$ cat config.mk
export PLATFORM = sky130hd
export DESIGN_NAME = mem_wb_stage
export DESIGN_NICKNAME = d
export VERILOG_FILES = /design/src/rtl/core_pkg.sv /design/src/rtl/pipe_skid.sv /design/src/rtl/mem_wb_stage.sv
export SDC_FILE = /design/constraint.sdc
export NUM_CORES = 1
export LEC_CHECK = 0
export BUFFER_PORTS_ARGS = -buffer_cell sky130_fd_sc_hd__clkbuf_2
export CAP_MARGIN = 20
export CORE_MARGIN = 10
export CORE_UTILIZATION = 35
export DETAILED_ROUTE_END_ITERATION = 7
export PLACE_DENSITY_LB_ADDON = 0.08
export REMOVE_ABC_BUFFERS = 1
export SYNTH_ARGS = -nofsm -noshare
export SYNTH_HDL_FRONTEND = slang
export SYNTH_SLANG_ARGS = --single-unit
$ cat constraint.sdc
create_clock -name clk -period 1.4 [get_ports clk]
set_clock_uncertainty 0.15 [all_clocks]
set_input_delay 0.21 -clock clk [delete_from_list [all_inputs] [get_ports clk]]
set_output_delay 0.21 -clock clk [all_outputs]
set_load 0.05 [all_outputs]
$ cat src/rtl/core_pkg.sv
// Shared core types: result-source encoding, datapath width defaults and the
// MEM/WB writeback entry carried through the stage and its optional skid.
package core_pkg;

  localparam int XLEN_DEF = 32;
  localparam int RAW_DEF  = 5;
  localparam int RSW_DEF  = 2;

  typedef enum logic [1:0] {
    RES_ALU = 2'b00,
    RES_MEM = 2'b01,
    RES_PC4 = 2'b10,
    RES_RSV = 2'b11
  } res_src_e;

  typedef struct packed {
    logic                regw;
    logic [RAW_DEF-1:0]  rd;
    logic [XLEN_DEF-1:0] wb_data;
  } wb_entry_t;

  // Writeback enable with x0 writes squashed, since x0 is hardwired to zero.
  function automatic logic regw_qualify(input logic regw, input logic is_x0);
    return regw && !is_x0;
  endfunction

endpackage

$ cat src/rtl/pipe_skid.sv
// Generic one-entry skid register. ready is registered and equals "skid empty",
// so it falls the cycle after the entry fills.
module pipe_skid
  import core_pkg::*;
#(
  parameter type T = wb_entry_t
) (
  input  logic clk,
  input  logic rst_n,
  input  logic clr,
  input  logic load,
  input  T     din,
  input  logic unload,
  output logic valid,
  output T     dout,
  output logic ready
);

  // Skid storage: clear drops the entry but keeps the stale payload.
  always_ff @(posedge clk) begin
    if (!rst_n) begin
      valid <= 1'b0;
      dout  <= T'(0);
      ready <= 1'b0;
    end else if (clr) begin
      valid <= 1'b0;
      ready <= 1'b1;
    end else if (load) begin
      valid <= 1'b1;
      dout  <= din;
      ready <= 1'b0;
    end else if (unload) begin
      valid <= 1'b0;
      ready <= 1'b1;
    end else begin
      ready <= !valid;
    end
  end

endmodule

$ cat src/rtl/mem_wb_stage.sv
// MEM->WB ready/valid pipeline stage with writeback-result selection at capture.
// Optional feature macro: MEM_WB_SKID_EN adds a one-entry skid with registered in_ready.
module mem_wb_stage
  import core_pkg::*;
#(
  parameter int XLEN = XLEN_DEF,
  parameter int RAW  = RAW_DEF,
  parameter int RSW  = RSW_DEF
) (
  input  logic            clk,
  input  logic            rst_n,
  input  logic            in_valid,
  output logic            in_ready,
  input  logic            flush,
  input  logic            regw_i,
  input  logic [RSW-1:0]  resrc_i,
  input  logic [XLEN-1:0] alu_i,
  input  logic [XLEN-1:0] memd_i,
  input  logic [XLEN-1:0] pcp4_i,
  input  logic [RAW-1:0]  rd_i,
  output logic            out_valid,
  input  logic            out_ready,
  output logic            regw_o,
  output logic [RAW-1:0]  rd_o,
  output logic [XLEN-1:0] wb_data_o,
  output logic            fwd_en_o,
  output logic [RAW-1:0]  fwd_rd_o,
  output logic [XLEN-1:0] fwd_data_o
);

  typedef struct packed {
    logic            regw;
    logic [RAW-1:0]  rd;
    logic [XLEN-1:0] wb_data;
  } stage_entry_t;

  stage_entry_t entry_in;
  stage_entry_t main_q;
  logic         main_valid;
  logic         capture;
  logic [XLEN-1:0] sel_data;

  // Result mux; the reserved encoding falls back to the ALU result.
  always_comb begin
    sel_data = alu_i;
    case (res_src_e'(resrc_i[1:0]))
      RES_ALU: sel_data = alu_i;
      RES_MEM: sel_data = memd_i;
      RES_PC4: sel_data = pcp4_i;
      RES_RSV: sel_data = alu_i;
      default: sel_data = alu_i;
    endcase
  end

  assign entry_in.regw    = regw_qualify(regw_i, (rd_i == {RAW{1'b0}}));
  assign entry_in.rd      = rd_i;
  assign entry_in.wb_data = sel_data;

  assign capture = in_valid && in_ready;

`ifdef MEM_WB_SKID_EN
  logic         skid_valid;
  logic         skid_ready;
  logic         skid_load;
  logic         skid_unload;
  stage_entry_t skid_q;

  // Main register full and stalled: the accepted input parks in the skid.
  assign skid_load   = capture && main_valid && !out_ready;
  assign skid_unload = skid_valid && out_ready;
  assign in_ready    = skid_ready;

  pipe_skid #(.T(stage_entry_t)) u_skid (
    .clk    (clk),
    .rst_n  (rst_n),
    .clr    (flush),
    .load   (skid_load),
    .din    (entry_in),
    .unload (skid_unload),
    .valid  (skid_valid),
    .dout   (skid_q),
    .ready  (skid_ready)
  );

  // Main register: direct capture, refill from skid, or drain on consume.
  always_ff @(posedge clk) begin
    if (!rst_n) begin
      main_valid <= 1'b0;
      main_q     <= stage_entry_t'(0);
    end else if (flush) begin
      main_valid <= 1'b0;
    end else if (capture && !skid_load) begin
      main_valid <= 1'b1;
      main_q     <= entry_in;
    end else if (skid_unload) begin
      main_valid <= 1'b1;
      main_q     <= skid_q;
    end else if (out_ready) begin
      main_valid <= 1'b0;
    end else begin
      main_valid <= main_valid;
    end
  end
`else
  assign in_ready = rst_n && (!main_valid || out_ready);

  // Main register: capture wins over consume so back-to-back has no bubble.
  always_ff @(posedge clk) begin
    if (!rst_n) begin
      main_valid <= 1'b0;
      main_q     <= stage_entry_t'(0);
    end else if (flush) begin
      main_valid <= 1'b0;
    end else if (capture) begin
      main_valid <= 1'b1;
      main_q     <= entry_in;
    end else if (out_ready) begin
      main_valid <= 1'b0;
    end else begin
      main_valid <= main_valid;
    end
  end
`endif

  assign out_valid  = main_valid;
  assign regw_o     = main_q.regw;
  assign rd_o       = main_q.rd;
  assign wb_data_o  = main_q.wb_data;
  assign fwd_en_o   = main_valid && main_q.regw;
  assign fwd_rd_o   = main_q.rd;
  assign fwd_data_o = main_q.wb_data;

endmodule

# Yosys cells after proc, flatten, opt, wreduce, memory -nomap -nowiden
# Cells that the tools add are included.
# Widths: inputs -> output; s select.
dict set report classes {
  n_reduce_logical 13
  n_bitwise 2
  n_mux 3
  eq_ne 3
}
# op count
set ops {}
lappend ops {{$pmux 32 s3} 1}
lappend ops {{$logic_not 5->1} 1}
lappend ops {{$eq 2x2->1 const B} 2}
lappend ops {{$logic_and 1x1->1} 4}
lappend ops {{$reduce_or 2->1} 2}
lappend ops {{$eq 2x1->1 const B} 1}
lappend ops {{$logic_not 1->1} 2}
lappend ops {{$logic_not 2->1} 1}
lappend ops {{$mux 1} 2}
lappend ops {{$not 1->1} 2}
lappend ops {{$reduce_and 2->1} 1}
lappend ops {{$reduce_bool 2->1} 1}
lappend ops {{$logic_or 1x1->1} 1}
dict set report word_totals {
  register_bits 39
  wordCells 25
}

# Logic depth before layout (Yosys ltp)
# Gate-level depths: netlist of the first run.
dict set report depth {
  ltp_word 5
  mapped_depth 7
  ltp_nobuf 5
}

# Worst setup path after synthesis of the first run
# OpenSTA, ideal clock, no wires.
dict set report synth_timing {
  path_kind {reg2reg}
  start {register main_valid (netlist: out_valid)}
  end {register main_q (netlist bit fwd_data_o[10])}
  n_path_buf 3
  t_arrival_ns 1.488
  period_less_slack_ns 1.755
  t_required_ns 1.133
  setup_ns 0.117
  slack_ns -0.355
  stages_incl_launch_ff 7
  path_cell_list {dfxtp_1 -> nand2b_1 -> buf_2 -> and3_4 -> buf_8 -> buf_8 -> a22o_1}
}
dict set report synth_via {
  elab_chain_cells 5
}
# item line
set synth_lines {}
lappend synth_lines {{start, declared} mem_wb_stage.sv:39} ;# logic main_valid;
lappend synth_lines {{start signal, assigned} mem_wb_stage.sv:120} ;# main_valid <= main_valid;
lappend synth_lines {{$logic_not 1->1} mem_wb_stage.sv:105} ;# assign in_ready = rst_n && (!main_valid || out_ready);
lappend synth_lines {{$logic_or 1x1->1} mem_wb_stage.sv:105}
lappend synth_lines {{$logic_and 1x1->1} mem_wb_stage.sv:105}
lappend synth_lines {{$logic_and 1x1->1} mem_wb_stage.sv:59} ;# assign capture = in_valid && in_ready;
lappend synth_lines {{$reduce_and 2->1 (no source line)} --}
lappend synth_lines {{end signal, assigned} mem_wb_stage.sv:111} ;# main_q <= stage_entry_t'(0);
lappend synth_lines {{end signal, assigned} mem_wb_stage.sv:116} ;# main_q <= entry_in;
lappend synth_lines {{end, declared} mem_wb_stage.sv:38} ;# stage_entry_t main_q;
# No other way between the ends.
# A chain may end at the register's enable or synchronous reset.

# Worst setup path in the final report of the first run
dict set report layout_timing {
  start {register main_valid (netlist: out_valid)}
  end {output port fwd_en_o}
}
dict set report layout_via {
  elab_chain_cells 1
}
# item line
set layout_lines {}
lappend layout_lines {{$logic_and 1x1->1} mem_wb_stage.sv:129} ;# assign fwd_en_o = main_valid && main_q.regw;
lappend layout_lines {{end, declared} mem_wb_stage.sv:26} ;# output logic fwd_en_o,
# No other way between the ends.

==> results.md, run 1 <==
- R2r setup slk: around 0.010 ns
- Setup TNS: -0.00362 ns
- Initial antenna violation count: 0
- Yosys cell types: 22
- I/O pin count: around 190
- Synth-to-layout area growth: 49.1%
- Critical path's slowest cell: dfxtp_4
- Seq cells post-synth: 39
- Final hold viol count: 0
- Vias per inst: around 4.8
- Violated checks: negative setup slack
- Vias: 2386
- Port buffer count: roughly 190
- Hold Path Depth: 3
- Max_slew headroom: 0.810
- Arrival @ worst endpoint: about 1.0 ns
- Gr usage total: 0.151
- Die footprint: a little under 10000 um2
- Remaining DRCs: 0
- Pwr Total: ~3.1 mW
- Post-DP Area: approximately 3000 um2
- H-tree depth: 2
- Worst Path Required: roughly 1.0 ns
- CP max stage delay: 0.36 ns
- TritonCTS buffer count: 5
- Worst Max-Slew Pin Slew: about 0.29 ns
- Layout cell share with drive strength beyond 1: 0.538
- Antenna fix cells: 0
- Initial Utilization: 0.366
- Routability Congestion: 0.835
- Unrepaired setup endpoints after global routing: true
- P_leak: around 1.7 nW
- Row cnt: 28
- Synthesized area per cell: 8.47 um2
- Worst-path clk slew: 0.07 ns
- Synthesis Warnings: 0
- CTS tree: yes
- Commonest non-fill, non-tap cell in the layout: clkbuf_2
- Fillers: 561
- Iter 0 DRT Violations: between 60 and 70
- Global-route wire length before repair: 12300 um
- Reg2Reg Capture Point: fwd_data_o[18]
- Crit-path cells: buf_6 -> and2_4 -> clkbuf_16
- Reg-to-Reg Start: out_valid
- Nets: around 530
- CTS root buffer: clkbuf_8
- CP Capture Type: output port
- Max Cap Viol: 0
- Core Util, Final: 0.546
- TritonRoute pass-1 iters: 5
- Routed WL per cell: between 15 and 20 um
- Crit Path Max Fanout: 2
- Maximum vdd ir drop: around 0.43 mV
- Status: complete, but fails checks
- Clock Path Buffers: 2
- Final Setup Violations: 1
- Power Density: 943 nW/um2
- Place WS: -0.214 ns
- Die Ht: between 90 and 100 um
- Final slew viol count: 0
- Synth Cell Area: ~2200 um2
- Vias in the first global route: roughly 2600
- Post-Syn Instances: roughly 260
- Clk sinks: 39
- Post-route clock period utilization: 1.00
- Final wirelength: ~8000 um
- Core area: ~6000 um2
- Dpl hpwl: ~6600 um
- Final std cell area, no fill: 3270 um2
- Fin crit period: approximately 1.4 ns
- Largest net degree at the start of global routing: 33
- Final worst slack: -0.00362 ns
- Startpoint Class: flip-flop
- Hold/Removal Path Class: in2reg
- End of the worst hold path: fwd_rd_o[1]
- Clk_lat worst skew: ~0.28 ns
- Hold Path Origin: rd_i[1]
- FF-to-FF path depth: 5
- Remaining global-route overflow: 0
- FMAX: approximately 710 MHz
- Post-route ant nets: 0
- Seq/Total Area, Yosys: 0.356
- Most frequent cells in the layout: clkbuf_2, nand2_1, dfxtp_1, o21ai_0, a22o_1
- WS Path Type: reg2out
- Die Width: approximately 99 um
[critical path: cells and delay by family (launching register included)]
kind	cells	cell delay (ns)
buffers and inverters	2	0.27
DFF	1	0.36
and+or+nand+nor	1	0.13
[worst max path at each step]
stage	from	end	slack, ns	cells after the start
after floorplan	resrc_i[1]	fwd_data_o[16]	-0.59	4
after global placement	resrc_i[0]	fwd_data_o[22]	-0.19	7
after detailed placement	resrc_i[0]	fwd_data_o[18]	-0.21	7
after CTS	out_valid	fwd_en_o	-0.02	3
after global routing	out_valid	fwd_en_o	-0.04	3
final	out_valid	fwd_en_o	-0.004	3
[report_power, final]
group | internal, mW | switching (mW)
Sequential | 1.16 | 0.0439
Combinational | 0.373 | 0.671
Clock | 0.450 | 0.384
Total | 1.99 | 1.10
[through the flow]
| stage | cells | hold slack [ns] |
|---|---|---|
| global placement | 480 | 0.301 |
| global route | 493 | 0.0155 |
| detailed placement | 480 | 0.305 |
| floorplan | 200 | 0.199 |
| finish | 493 | 0.0162 |
| CTS | 491 | 0.00911 |
[area by class of cell]
type	instances	area (um2)	share of cell area
clock buffers	8	100	0.0306
inverters	5	18.8	0.00573
multi-input cells	156	1010	0.309
flip-flops and latches	39	785	0.240
well taps	75	93.8	0.0287
repair buffers	210	1260	0.386
[what timing repair did]
item | CTS | global route
resized for setup | 12 | 11
pin swaps | 0 | 27
buffers inserted | 2 | 0
cloned | 0 | 2
endpoints found under the setup margin | 37 | 28
hold endpoints to repair | 1 | 0
hold buffers | 1 | 0
[layer usage]
layer	vias to the layer above	global-route usage	part of all wire
li1	1217	-	-
met1	1034	0.162	0.40
met2	126	0.257	0.48
met3	9	0.0747	0.11
met4	0	0.0375	0.013
met5	-	0	0
[kinds of logic (layout without fill, tap and decap cells)]
group | Yosys count | in the layout | share of synthesized area
AOI/OAI and AO/OA | 104 | 104 | 0.339
and+or+nand+nor | 50 | 50 | 0.101
DFF | 39 | 39 | 0.356
buffers and inverters | 64 | 223 | 0.192
adders and majority gates | 2 | 2 | 0.0114
[registers in the layout, indices dropped and copies added (netlist names)]
| name | count |
|---|---|
| fwd_rd_o | 5 |
| out_valid | 1 |
| fwd_data_o | 32 |
| regw_o | 1 |
[synthesized netlist by cell type (all sizes together)]
cell / n / share of area
a21boi: 1 / 0.0034
a22o: 32 / 0.13
a22oi: 32 / 0.11
a31oi: 1 / 0.0097
a32o: 1 / 0.0046
and2: 2 / 0.0057
and2b: 1 / 0.0046
and3: 1 / 0.0051
buf: 46 / 0.16
clkbuf: 13 / 0.023
dfxtp: 39 / 0.36
ha: 2 / 0.011
inv: 5 / 0.0086
nand2: 38 / 0.065
nand2b: 1 / 0.0029
nand4: 5 / 0.014
nor2: 1 / 0.0017
nor3: 1 / 0.0023
o21ai: 37 / 0.084
No activity file was read; power rests on OpenSTA's default activity.
==> inputs of run 2 (changes only) <==
--- a/config.mk
+++ b/config.mk
@@ -7,6 +7,7 @@
 export LEC_CHECK = 0
 export BUFFER_PORTS_ARGS = -buffer_cell sky130_fd_sc_hd__clkbuf_2
 export CAP_MARGIN = 20
+export CORE_ASPECT_RATIO = 2
 export CORE_MARGIN = 10
 export CORE_UTILIZATION = 35
 export DETAILED_ROUTE_END_ITERATION = 7
==> run 2 against run 1 <==
Via count is 2.3% higher. The flow now finishes without violations. Die area is 2.0% higher. Sequential share of layout area is 0.28 points lower. Clock power is 60% higher. Utilization is 0.13 points lower. Worst hold slack better by 0.014 ns.
==> results.md, run 2 (synthesis results as in run 1) <==
- Post-route clock period utilization: 0.986 (-0.0171)
- Sw Ratio: 0.325 (-0.0316)
- FMAX: 725 MHz (+1.7%)
- CP Capture Type: flip-flop
- Fin crit period: 1.38 ns (-0.0239 ns)
- Worst-path clk slew: 0.05 ns (-0.02 ns)
- Global-route wire length before repair: 13800 um (+12%)
- Row cnt: 40 (+43%)
- Commonest non-fill, non-tap cell in the layout: clkbuf_2
- Remaining DRCs: 0 (unchanged)
- Iter 0 DRT Violations: 62 (-1.6%)
- Hold/Removal Path Class: in2reg
- CTS root buffer: clkbuf_16
- Worst Path Required: 1.42 ns (+0.38 ns)
- Crit-path cells: nand2b_4 -> buf_12 -> and3_4 -> clkbuf_16 -> a22o_1
- WS Path Type: reg2reg
- Startpoint Class: flip-flop
- Core area: 6060 um2 (+1.1%)
- Clk pwr share: 0.372 (+0.102)
- Place WS: -0.211 ns (+0.00293 ns)
- Final hold viol count: 0 (unchanged)
- Power Density: 1090 nW/um2 (+15%)
- Final worst slack: 0.0203 ns (+0.0239 ns)
- NetSw: 1.16 mW (+5.9%)
- Final slew viol count: 0 (unchanged)
- Clk_lat worst skew: 0.28 ns (about the same)
- Initial antenna violation count: 0 (unchanged)
- CP max stage delay: 0.36 ns (about the same)
- Die Width: 76.0 um (-23%)
- Unrepaired setup endpoints after global routing: true
- Largest net degree at the start of global routing: 55 (+67%)
- Max_slew headroom: 0.807 (-0.00276)
- Dpl hpwl: 6850 um (+4.5%)
- Maximum vdd ir drop: 0.669 mV (+55%)
- Synth-to-layout area growth: 50.4%
- P_int: 2.42 mW (+22%)
- Clock Path Buffers: 2 (unchanged)
- # hold bufs at CTS: 0 (-1)
- Die Ht: 132 um (+33%)
- Logic gate share of total power: 0.291 (-0.047)
- Final wirelength: 8360 um (+4.7%)
- Die footprint: 10000 um2 (+2.0%)
- Vias per inst: 4.89 (+1.0%)
- Arrival @ worst endpoint: 1.40 ns (+0.36 ns)
- Max Cap Viol: 0 (unchanged)
- I/O pin count: 187 (unchanged)
- Finished Layout Cells: 499 (+1.2%)
- Vias: 2440 (+2.3%)
- Max reg flops: 32 (unchanged)
- Nets: 525 (-0.57%)
- TritonCTS buffer count: 5 (unchanged)
- Clk sinks: 39 (unchanged)
- Core Util, Final: 0.545 (-0.00133)
- Critical path's slowest cell: dfxtp_2
- Crit Path Max Fanout: 6 (+4)
- Antenna fix cells: 0 (unchanged)
- Routability Congestion: 0.780 (-6.5%)
- Remaining global-route overflow: 0 (unchanged)
- Sequential power share: 0.338 (-0.053)
- Gr usage total: 0.163 (+0.0128)
- Status: complete, no violations
- Initial Utilization: 0.362 (-0.00394)
- Most frequent cells in the layout: clkbuf_2, nand2_1, dfxtp_1, o21ai_0
- Pwr Total: 3.58 mW (+16%)
- Worst Max-Slew Pin Slew: 0.290 ns (+0.00416 ns)
- CTS tree: yes
- Vias in the first global route: 2803 (+9.8%)
- Port buffer count: 186 (unchanged)
- P_leak: 1.71 nW (+0.87%)
- Final Setup Violations: 0 (-1)
- Routed WL per cell: 16.7 um (+3.5%)
- TritonRoute pass-1 iters: 5 (unchanged)
- Placed cells: 489 (+1.9%)
- H-tree depth: 2 (unchanged)
- Worst hold margin: 0.0304 ns (+0.0141 ns)
- Layout cell share with drive strength beyond 1: 0.537 (-0.000928)
- Post-route ant nets: 0 (unchanged)
run 2: changes by cell type in the layout (fill, tap and decap cells not counted), moves of 2 or more:
cell       delta
buf_4         +3
clkbuf_16     +3
buf_6         -6
buf_12        +2
clkbuf_8      -6
run 2: critical path, delay by kind of cell (launching register included):
kind,cells,cell delay (ns)
buffers and inverters,2,0.29
DFF,1,0.36
and+or+nand+nor,2,0.29
AOI/OAI and AO/OA,1,0.19
run 2: worst paths after layout:
path / start / end / slack (ns) / depth (start not counted)
worst max register to register: out_valid / fwd_data_o[16] / 0.02 / 5
worst min register to register: fwd_rd_o[2] / fwd_rd_o[2] / 0.32 / 2
worst max-delay path: out_valid / fwd_data_o[16] / 0.02 / 5
worst min-delay path: regw_i / regw_o / 0.03 / 2
run 2: final cells by class:
class,count,area [um2]
Inverter,5,18.8
Fill cell,611,2760
Tap cell,84,105
Multi-Input combinational cell,156,1010
Timing Repair Buffer,207,1210
Sequential cell,39,782
Clock inverter,2,35.0
Clock buffer,6,139
run 2: power by group through the flow:
| stage | combinational (mW) | sequential, mW | clock, mW |
|---|---|---|---|
| finish | 1.04 | 1.21 | 1.33 |
| global placement | 1.03 | 1.23 | 0 |
| global route | 1.13 | 1.22 | 1.41 |
| floorplan | 0.248 | 1.60 | 0 |
| CTS | 1.05 | 1.21 | 1.37 |
| detailed placement | 1.03 | 1.23 | 0 |
run 2: through the flow:
| stage | TNS, ns | instance area (um2) |
|---|---|---|
| 2_1_floorplan | -20.13 | 1790 |
| 3_3_place_gp | -4.73 | 3050 |
| 3_5_place_dp | -5.59 | 3050 |
| 4_1_cts | 0 | 3270 |
| 5_1_grt | -0.0638 | 3300 |
| 6_report | 0 | 3300 |
run 2: per-layer routing:
layer  part of all wire  vias up  track usage
li1                   -     1213            -
met5                  0        -            0
met2               0.53      129        0.303
met3              0.080        5       0.0553
met1               0.39     1093        0.167
met4             0.0085        0       0.0424
run 2: what timing repair did:
action,CTS,global route
buffers inserted,1,0
pin swaps,0,11
resized for setup,7,6
setup endpoints to repair,2,7
gates cloned,0,1
==> inputs of run 3 (changes only) <==
--- a/config.mk
+++ b/config.mk
@@ -11,7 +11,7 @@
 export CORE_MARGIN = 10
 export CORE_UTILIZATION = 35
 export DETAILED_ROUTE_END_ITERATION = 7
-export PLACE_DENSITY_LB_ADDON = 0.08
+export PLACE_DENSITY = 0.79
 export REMOVE_ABC_BUFFERS = 1
 export SYNTH_ARGS = -nofsm -noshare
 export SYNTH_HDL_FRONTEND = slang
==> run 3 against run 2 <==
Critical path depth fell by 2. Maximum frequency rose by 0.31%. Flip-flop and latch count stayed put. Critical endpoint is now in_ready. Largest power group is now registers.
==> results.md, run 3 (synthesis results as in run 1) <==
- Status: complete, no violations
- Fillers: 577 (-5.6%)
- Initial antenna violation count: 0 (unchanged)
- Startpoint Class: flip-flop
- Place WS: -0.200 ns (+0.0109 ns)
- R2r setup slk: 0.11 ns (+0.09 ns)
- Post-route ant nets: 0 (unchanged)
- Remaining global-route overflow: 0 (unchanged)
- Final wirelength: 8370 um (+0.13%)
- Most frequent cells in the layout: clkbuf_2, nand2_1, dfxtp_1, o21ai_0
- Power Density: 1020 nW/um2 (-5.9%)
- Post-route clock period utilization: 0.983 (-0.00300)
- Placed cells: 486 (-0.61%)
- Worst Max-Slew Pin Slew: 0.303 ns (+0.0122 ns)
- Final worst slack: 0.0245 ns (+0.00420 ns)
- Nets: 521 (-0.76%)
- CTS root buffer: clkbuf_16
- Worst hold margin: 0.0262 ns (-0.00418 ns)
- Layout cell share with drive strength beyond 1: 0.528 (-0.00923)
- Finished Layout Cells: 493 (-1.2%)
- Crit path capture: in_ready
- H-tree depth: 2 (unchanged)
- Final slew viol count: 0 (unchanged)
- Vias in the first global route: 2596 (-7.4%)
- Die footprint: 10000 um2 (unchanged)
- Gr usage total: 0.159 (-0.00432)
- Iter 0 DRT Violations: 161 (+160%)
- Crit Path Max Fanout: 6 (unchanged)
- Max Cap Viol: 0 (unchanged)
- CP Capture Type: output port
- Antenna fix cells: 0 (unchanged)
- Fin crit period: 1.38 ns (-0.00420 ns)
- Hold Path Depth: 2 (unchanged)
- Final Setup Violations: 0 (unchanged)
- FF-to-FF path depth: 4 (-1)
- Final hold viol count: 0 (unchanged)
- Die Width: 76.0 um (unchanged)
- Hold/Removal Path Class: in2reg
- CTS tree: yes
- Routed WL per cell: 17.0 um (+1.4%)
- Clk_lat worst skew: 0.28 ns (about the same)
- FMAX: 727 MHz (+0.31%)
- Core area: 6060 um2 (unchanged)
- Initial Utilization: 0.362 (unchanged)
- Critical Path Start: out_valid
- Critical path's slowest cell: dfxtp_2
- Worst-path clk slew: 0.05 ns (about the same)
- Reg-to-Reg Start: out_valid
- Setup TNS: 0 ns (unchanged)
- WS Path Type: reg2out
- Dpl hpwl: 6770 um (-1.2%)
- I/O pin count: 187 (unchanged)
- Max_slew headroom: 0.799 (-0.00811)
- Synth-to-layout area growth: 46.6%
- Largest net degree at the start of global routing: 39 (-29%)
- Remaining DRCs: 0 (unchanged)
- Crit-path cells: nand2b_4 -> and2_4 -> buf_12
- Pwr Total: 3.29 mW (-8.3%)
- P_leak: 1.66 nW (-2.9%)
- Arrival @ worst endpoint: 1.02 ns (-0.38 ns)
- Reg2Reg Capture Point: fwd_data_o[11]
- Routability Congestion: 0.854 (+9.4%)
- Maximum vdd ir drop: 0.470 mV (-30%)
- Die Ht: 132 um (unchanged)
- Vias per inst: 4.97 (+1.6%)
- Port buffer count: 186 (unchanged)
- Vias: 2449 (+0.37%)
- TritonRoute pass-1 iters: 4 (-1)
- Clock Path Buffers: 2 (unchanged)
- Global-route wire length before repair: 13300 um (-3.7%)
- Unrepaired setup endpoints after global routing: true
- Row cnt: 40 (unchanged)
- Max reg flops: 32 (unchanged)
- Clk sinks: 39 (unchanged)
- Commonest non-fill, non-tap cell in the layout: clkbuf_2
- TritonCTS buffer count: 5 (unchanged)
- Worst Path Required: 1.04 ns (-0.38 ns)
- CP max stage delay: 0.35 ns (about the same)
## run 3: changes by cell type in the layout (fill, tap and decap cells not counted), sizes merged
cell and delta:
buf -4, bufinv -1, clkinv -1
## run 3: stage by stage
| stage | cell area (um2) | utilization |
|---|---|---|
| 3_5_place_dp | 3050 | 0.504 |
| 6_report | 3220 | 0.531 |
| 4_1_cts | 3200 | 0.529 |
| 3_3_place_gp | 3050 | 0.504 |
| 2_1_floorplan | 1790 | - |
| 5_1_grt | 3220 | 0.531 |
## run 3: how the worst min path moves through the flow
stage	slack, ns	start	end
3_5_place_dp	0.31	regw_i	regw_o
5_1_grt	0.04	regw_i	regw_o
2_1_floorplan	0.20	in_valid	out_valid
4_1_cts	0.02	regw_i	regw_o
6_report	0.03	regw_i	regw_o
3_3_place_gp	0.30	regw_i	regw_o
## run 3: cell type report
type                    instances  area (um2)  area share
clock buffers                   6         129      0.0401
inverters                       5        18.8     0.00583
multi-input cells             156        1010       0.313
flip-flops and latches         39         782       0.243
well taps                      84         105      0.0327
repair buffers                203        1170       0.365
## run 3: where the power goes
| part | switching [mW] | internal, mW |
|---|---|---|
| logic | 0.676 | 0.364 |
| registers | 0.0453 | 1.17 |
| clock network | 0.397 | 0.639 |
## run 3: repair_timing
action	4_1_cts	5_1_grt
hold buffers	0	0
resized for setup	7	2
pin swaps	1	0
endpoints found under the setup margin	38	2
setup buffers	0	1
## run 3: worst max-delay path: cells and delay by family (launching register included)
| kind | cells | cell delay, ns |
|---|---|---|
| flip-flops | 1 | 0.35 |
| AND/OR/NAND/NOR | 2 | 0.25 |
| buffers and inverters | 1 | 0.14 |
## run 3: per-layer routing
layer | wire [um] | GRT usage
met1 | 3030 | 0.154
met5 | 0 | 0
met3 | 468 | 0.0458
met4 | 180 | 0.0636
met2 | 4690 | 0.301
